## config.mk

```make
export PLATFORM = sky130hd
export DESIGN_NAME = sort_stream_adapter
export DESIGN_NICKNAME = d
export VERILOG_FILES = /design/src/rtl/sort_stream_adapter.sv
export SDC_FILE = /design/constraint.sdc
export NUM_CORES = 1
export LEC_CHECK = 0
export ABC_AREA = 1
export CORE_MARGIN = 8
export CORE_UTILIZATION = 43
export CTS_CLUSTER_DIAMETER = 200
export CTS_CLUSTER_SIZE = 10
export DETAILED_ROUTE_END_ITERATION = 16
export PLACE_DENSITY_LB_ADDON = 0.1
export SLEW_MARGIN = 40
export SYNTH_ARGS = -nofsm -noshare
export SYNTH_HDL_FRONTEND = slang
export SYNTH_SLANG_ARGS = --single-unit
```

## constraint.sdc

```tcl
create_clock -name clk -period 1.53 [get_ports clk]
set_input_delay 0.306 -clock clk [delete_from_list [all_inputs] [get_ports clk]]
set_output_delay 0.306 -clock clk [all_outputs]
set_load 0.005 [all_outputs]
```

## src/rtl/sort_stream_adapter.sv

```systemverilog
// Streams N bytes into the external sorter, kicks it, then streams the sorted bytes back out.
// Latency: start 1 cycle after the Nth input; first output 2 cycles after done; out_* hold while !out_ready.
module sort_stream_adapter #(
  parameter int N       = 4,
  parameter int TIMEOUT = 64
) (
  input  logic           clk,
  input  logic           rst,
  input  logic           in_valid,
  output logic           in_ready,
  input  logic [7:0]     in_data,
  output logic           out_valid,
  input  logic           out_ready,
  output logic [7:0]     out_data,
  output logic           out_last,
  output logic           sort_start,
  output logic [N*8-1:0] sort_data,
  input  logic           sort_done,
  input  logic [N*8-1:0] sort_result,
  output logic           busy,
  output logic           timeout_err
);

  localparam int IW = $clog2(N);
  localparam int CW = $clog2(TIMEOUT) + 1;
  localparam logic [IW-1:0] LAST_IDX = IW'(N - 1);
  localparam logic [CW-1:0] TO_LAST  = CW'(TIMEOUT - 1);

  typedef enum logic [2:0] {S_LOAD, S_KICK, S_WAIT, S_SETTLE, S_DRAIN} state_t;

  state_t         state_q, state_d;
  logic [IW-1:0]  cnt_q, cnt_d;
  logic [IW-1:0]  idx_q, idx_d;
  logic [CW-1:0]  wcnt_q, wcnt_d;
  logic [N*8-1:0] sort_data_q, sort_data_d;
  logic [N*8-1:0] res_q, res_d;
  logic           timeout_err_q, timeout_err_d;

  always_ff @(posedge clk) begin
    if (rst) begin
      state_q       <= S_LOAD;
      cnt_q         <= '0;
      idx_q         <= '0;
      wcnt_q        <= '0;
      sort_data_q   <= '0;
      res_q         <= '0;
      timeout_err_q <= 1'b0;
    end else begin
      state_q       <= state_d;
      cnt_q         <= cnt_d;
      idx_q         <= idx_d;
      wcnt_q        <= wcnt_d;
      sort_data_q   <= sort_data_d;
      res_q         <= res_d;
      timeout_err_q <= timeout_err_d;
    end
  end

  always_comb begin
    state_d       = state_q;
    cnt_d         = cnt_q;
    idx_d         = idx_q;
    wcnt_d        = wcnt_q;
    sort_data_d   = sort_data_q;
    res_d         = res_q;
    timeout_err_d = timeout_err_q;
    case (state_q)
      S_LOAD: begin
        if (in_valid) begin
          for (int k = 0; k < N; k++) begin
            if (cnt_q == IW'(k)) sort_data_d[k*8 +: 8] = in_data;
          end
          if (cnt_q == LAST_IDX) begin
            cnt_d   = '0;
            state_d = S_KICK;
          end else begin
            cnt_d = cnt_q + IW'(1);
          end
        end
      end
      // A done still high from the previous frame is ignored here.
      S_KICK: begin
        wcnt_d  = '0;
        state_d = S_WAIT;
      end
      S_WAIT: begin
        if (sort_done) begin
          state_d = S_SETTLE;
        end else if (wcnt_q == TO_LAST) begin
          timeout_err_d = 1'b1;
          cnt_d         = '0;
          state_d       = S_LOAD;
        end else begin
          wcnt_d = wcnt_q + CW'(1);
        end
      end
      // Sorter output is only trustworthy on the second consecutive done cycle.
      S_SETTLE: begin
        res_d   = sort_result;
        idx_d   = '0;
        state_d = S_DRAIN;
      end
      S_DRAIN: begin
        if (out_ready) begin
          if (idx_q == LAST_IDX) begin
            idx_d   = '0;
            state_d = S_LOAD;
          end else begin
            idx_d = idx_q + IW'(1);
          end
        end
      end
      default: state_d = S_LOAD;
    endcase
  end

  always_comb begin
    out_data = '0;
    if (state_q == S_DRAIN) begin
      for (int k = 0; k < N; k++) begin
        if (idx_q == IW'(k)) out_data = res_q[k*8 +: 8];
      end
    end
  end

  assign in_ready    = (state_q == S_LOAD);
  assign out_valid   = (state_q == S_DRAIN);
  assign out_last    = (state_q == S_DRAIN) && (idx_q == LAST_IDX);
  assign sort_start  = (state_q == S_KICK);
  assign busy        = (state_q != S_LOAD);
  assign sort_data   = sort_data_q;
  assign timeout_err = timeout_err_q;

endmodule

```

==> summary.md, run 1 <==
| Metric | Value |
|---|---|
| Terminus of the critical flop-to-flop path | sort_data[31] |
| Worst r2r src | state_q[0] |
| Antenna violations before repair | 0 |
| Post-Synthesis Cells | 461 |
| Fin util | 71.2% |
| WHS Path Cells | 2 |
| Final worst path period share | 129% |
| Worst Setup Slack, final | -446 ps |
| VDD IR max | 837 uV |
| Final Max Tran Viols | 0 |
| GRT Total Usage | 18.2% |
| Antenna-violating nets left | 0 |
| Skew final | 7.40 ps |
| P per Cell Area | 1250 nW/um^2 |
| Hold Fails Final Rpt | 0 |
| Min Tclk post-route | 1980 ps |
| Endpoints failing setup | 9 |
| Layout Cells excl Fill | 697 |
| Critical Path AT | 1670 ps |
| CTS Hold Bufs | 0 |
| Inserted Clock Buffers | 9 |
| TritonCTS Sinks | 79 |
| DR vias | 3576 |
| Crit path max-delay cell type | dfxtp_4 |
| Commonest non-fill, non-tap cells in the layout | nor2_1, nand2_1, dfxtp_1 |
| Wire per inst | 15.4 microns |
| CP max stage delay | 370 ps |
| DPL Wire Length | 7.12 mm |
| CTS root buffer | clkbuf_8 |
| Share of cells above drive strength 1 | 30.1% |
| Worst reg-to-reg path cell count | 9 |
| Delay-heaviest family, CP | flip-flops |
| Crit end category | primary output |
| Initial DRC Count | 221 |
| FP Rows | 32 |
| Yosys cell types | 24 |
| Syn Area/Cell | 7.33 sq um |
| Most numerous cell on the critical path | buf_6 |
| DRC violations left | 0 |
| Reg2reg setup slack | 40 ps |
| Synth Register Bits | 79 |
| Unrepaired setup endpoints after global routing | true |
| Worst-path maximum fanout | 5 |
| Netlist Area Pre-Place | 3380 sq um |
| DRT Wirelength | 10.7 mm |
| H-tree levels | 3 |
| Ys Warns | 0 |
| I/O Buffers | 90 |
| Max transition margin | 68.5% |
| Area of the core | 7690 sq um |
| Largest net degree at the start of global routing | 37 |
| Hold Crit Class | reg -> reg |
| Kind of critical path | reg -> out |
| Outcome | finished with violations |
| Number of global-route vias before repair | 3544 |
| F_max | 506 MHz |
| Area Growth Syn to Fin | 62.1% |
| CP required | 1220 ps |
| Mean number of vias per cell | 5.13 |
| Net count, final | 645 |
| Die H | 105 microns |
| CTS tree | yes |
| Design Power | 6.87 mW |
| Reg clk slew, reported paths | 80 ps |
| Gr ovfl total | 0 |
| Total of max-cap violations | 0 |
| GPL Wtd Cong | 0.832 |
| Die width | 105 microns |
| Crit path buf inv count | 3 |
| Commonest non-fill, non-tap cell in the layout | nor2_1 |
| Die ar. | 11000 sq um |
| Io pins | 91 |
| Mapped Nets | 515 |
| Initial Utilization | 44.0% |
| Drt first pass iters | 5 |
| Post-Place Cells | 664 |
| Clk buf depth | 2 |
| Worst slew pin tran | 472 ps |
| First-pass GRT wire length | 16.6 mm |
| Hold Path End | wcnt_q[6] |
| Aggregate negative setup slack | -3400 ps |
| Failing checks | setup timing |
| LEAKAGE | 2.43 nW |
| CP Launch Type | flop |
| Worst skew pair latency | 350 ps |
| Hold Path Origin | wcnt_q[6] |
| Inserted Diodes | 0 |
| Sequential share of the synthesized area | 46.8% |
| Cells along the critical path | buf_6 -> ha_4 -> buf_6 -> a21oi_2 -> o21ai_1 -> o211ai_1 -> nand2_1 -> buf_2 |
report_power, final:
part / internal (mW) / leakage (nW) / total [mW] / switching, mW
clock: 0.958 / 0.109 / 1.73 / 0.775
combinational: 1.34 / 1.67 / 2.70 / 1.36
sequential: 2.29 / 0.649 / 2.44 / 0.153
through the flow:
step	setup slack (ps)	hold slack (ps)	area (sq um)
global placement	-478	430	4580
global route	-534	468	5480
finish	-446	446	5480
CTS	-411	447	5040
floorplan	14.9	421	3380
detailed placement	-518	435	4580
kinds of logic (layout without fill, tap and decap cells):
| logic type | count (synthesis) | in the layout | share of synthesized area [%] |
|---|---|---|---|
| fa+ha+maj | 9 | 9 | 3.33 |
| compound gates | 105 | 105 | 16.3 |
| flops | 79 | 79 | 46.8 |
| buf+inv | 50 | 184 | 6.33 |
| xor+xnor | 1 | 1 | 0.259 |
| simple gates | 217 | 217 | 27.0 |
cell type report:
class	instances	area, sq um
Inverter	26	110
Clock buffer	10	138
Sequential cell	79	1610
Timing Repair Buffer	143	1480
Multi-Input combinational cell	332	1930
Tap cell	102	128
Fill cell	635	2210
Clock inverter	5	81.3
worst max-delay path by stage:
| stage | end | from | cells past startpoint | slack, ps |
|---|---|---|---|---|
| final | out_data[4] | idx_q[1] | 8 | -450 |
| after global routing | out_data[4] | idx_q[1] | 8 | -530 |
| after detailed placement | out_data[6] | idx_q[0] | 7 | -520 |
| after CTS | out_data[4] | idx_q[1] | 8 | -410 |
| after floorplan | out_data[4] | idx_q[1] | 7 | 10 |
| after global placement | out_data[6] | idx_q[0] | 7 | -480 |
cells in the mapped netlist, drive strengths merged:
cell type	n	share of area, %
dfxtp	79	47
ha	9	3.3
o21ai	45	6.7
a21oi	50	7.4
buf	6	1.4
nand2	84	9.6
a21boi	1	0.22
xor2	1	0.26
o211ai	7	1.6
clkbuf	18	2.0
nand3b	1	0.22
nor2	82	9.6
nand3	48	7.3
a31oi	1	0.19
inv	26	2.9
nor3	2	0.44
o21bai	1	0.22
what timing repair did:
action                                  CTS  global route
endpoints found under the setup margin   51            83
setup buffers                            10             7
gates resized for setup                 123           109
pin swaps                                26            44
gates cloned                              1             2
flip-flops by register name, summed over array words and instances (netlist names):
register / count
res_q: 32
idx_q: 2
state_q: 3
cnt_q: 2
sort_data: 32
wcnt_q: 7
timeout_err: 1
metal layers:
metal,global-route usage (%),share of wire (%)
met1,23.6,45
met4,7.65,1.5
met5,0,0
met3,4.36,6.2
met2,28.6,47
worst register-to-register path: stages, from the launching register on:
cell       delay (ps)
dfxtp_4           360
nor2_4            110
buf_6             110
nand2_4            60
buf_6             120
nor2_4            150
buf_12            160
clkbuf_16         140
nand3_1            70
a21oi_1           150
(Power assumes the default switching activity.)
==> run 2: changes to the inputs <==
- CAP_MARGIN: not set -> 30
==> results of run 2 <==
Same layout as run 1: the final DEF is identical, and so are final timing and power.
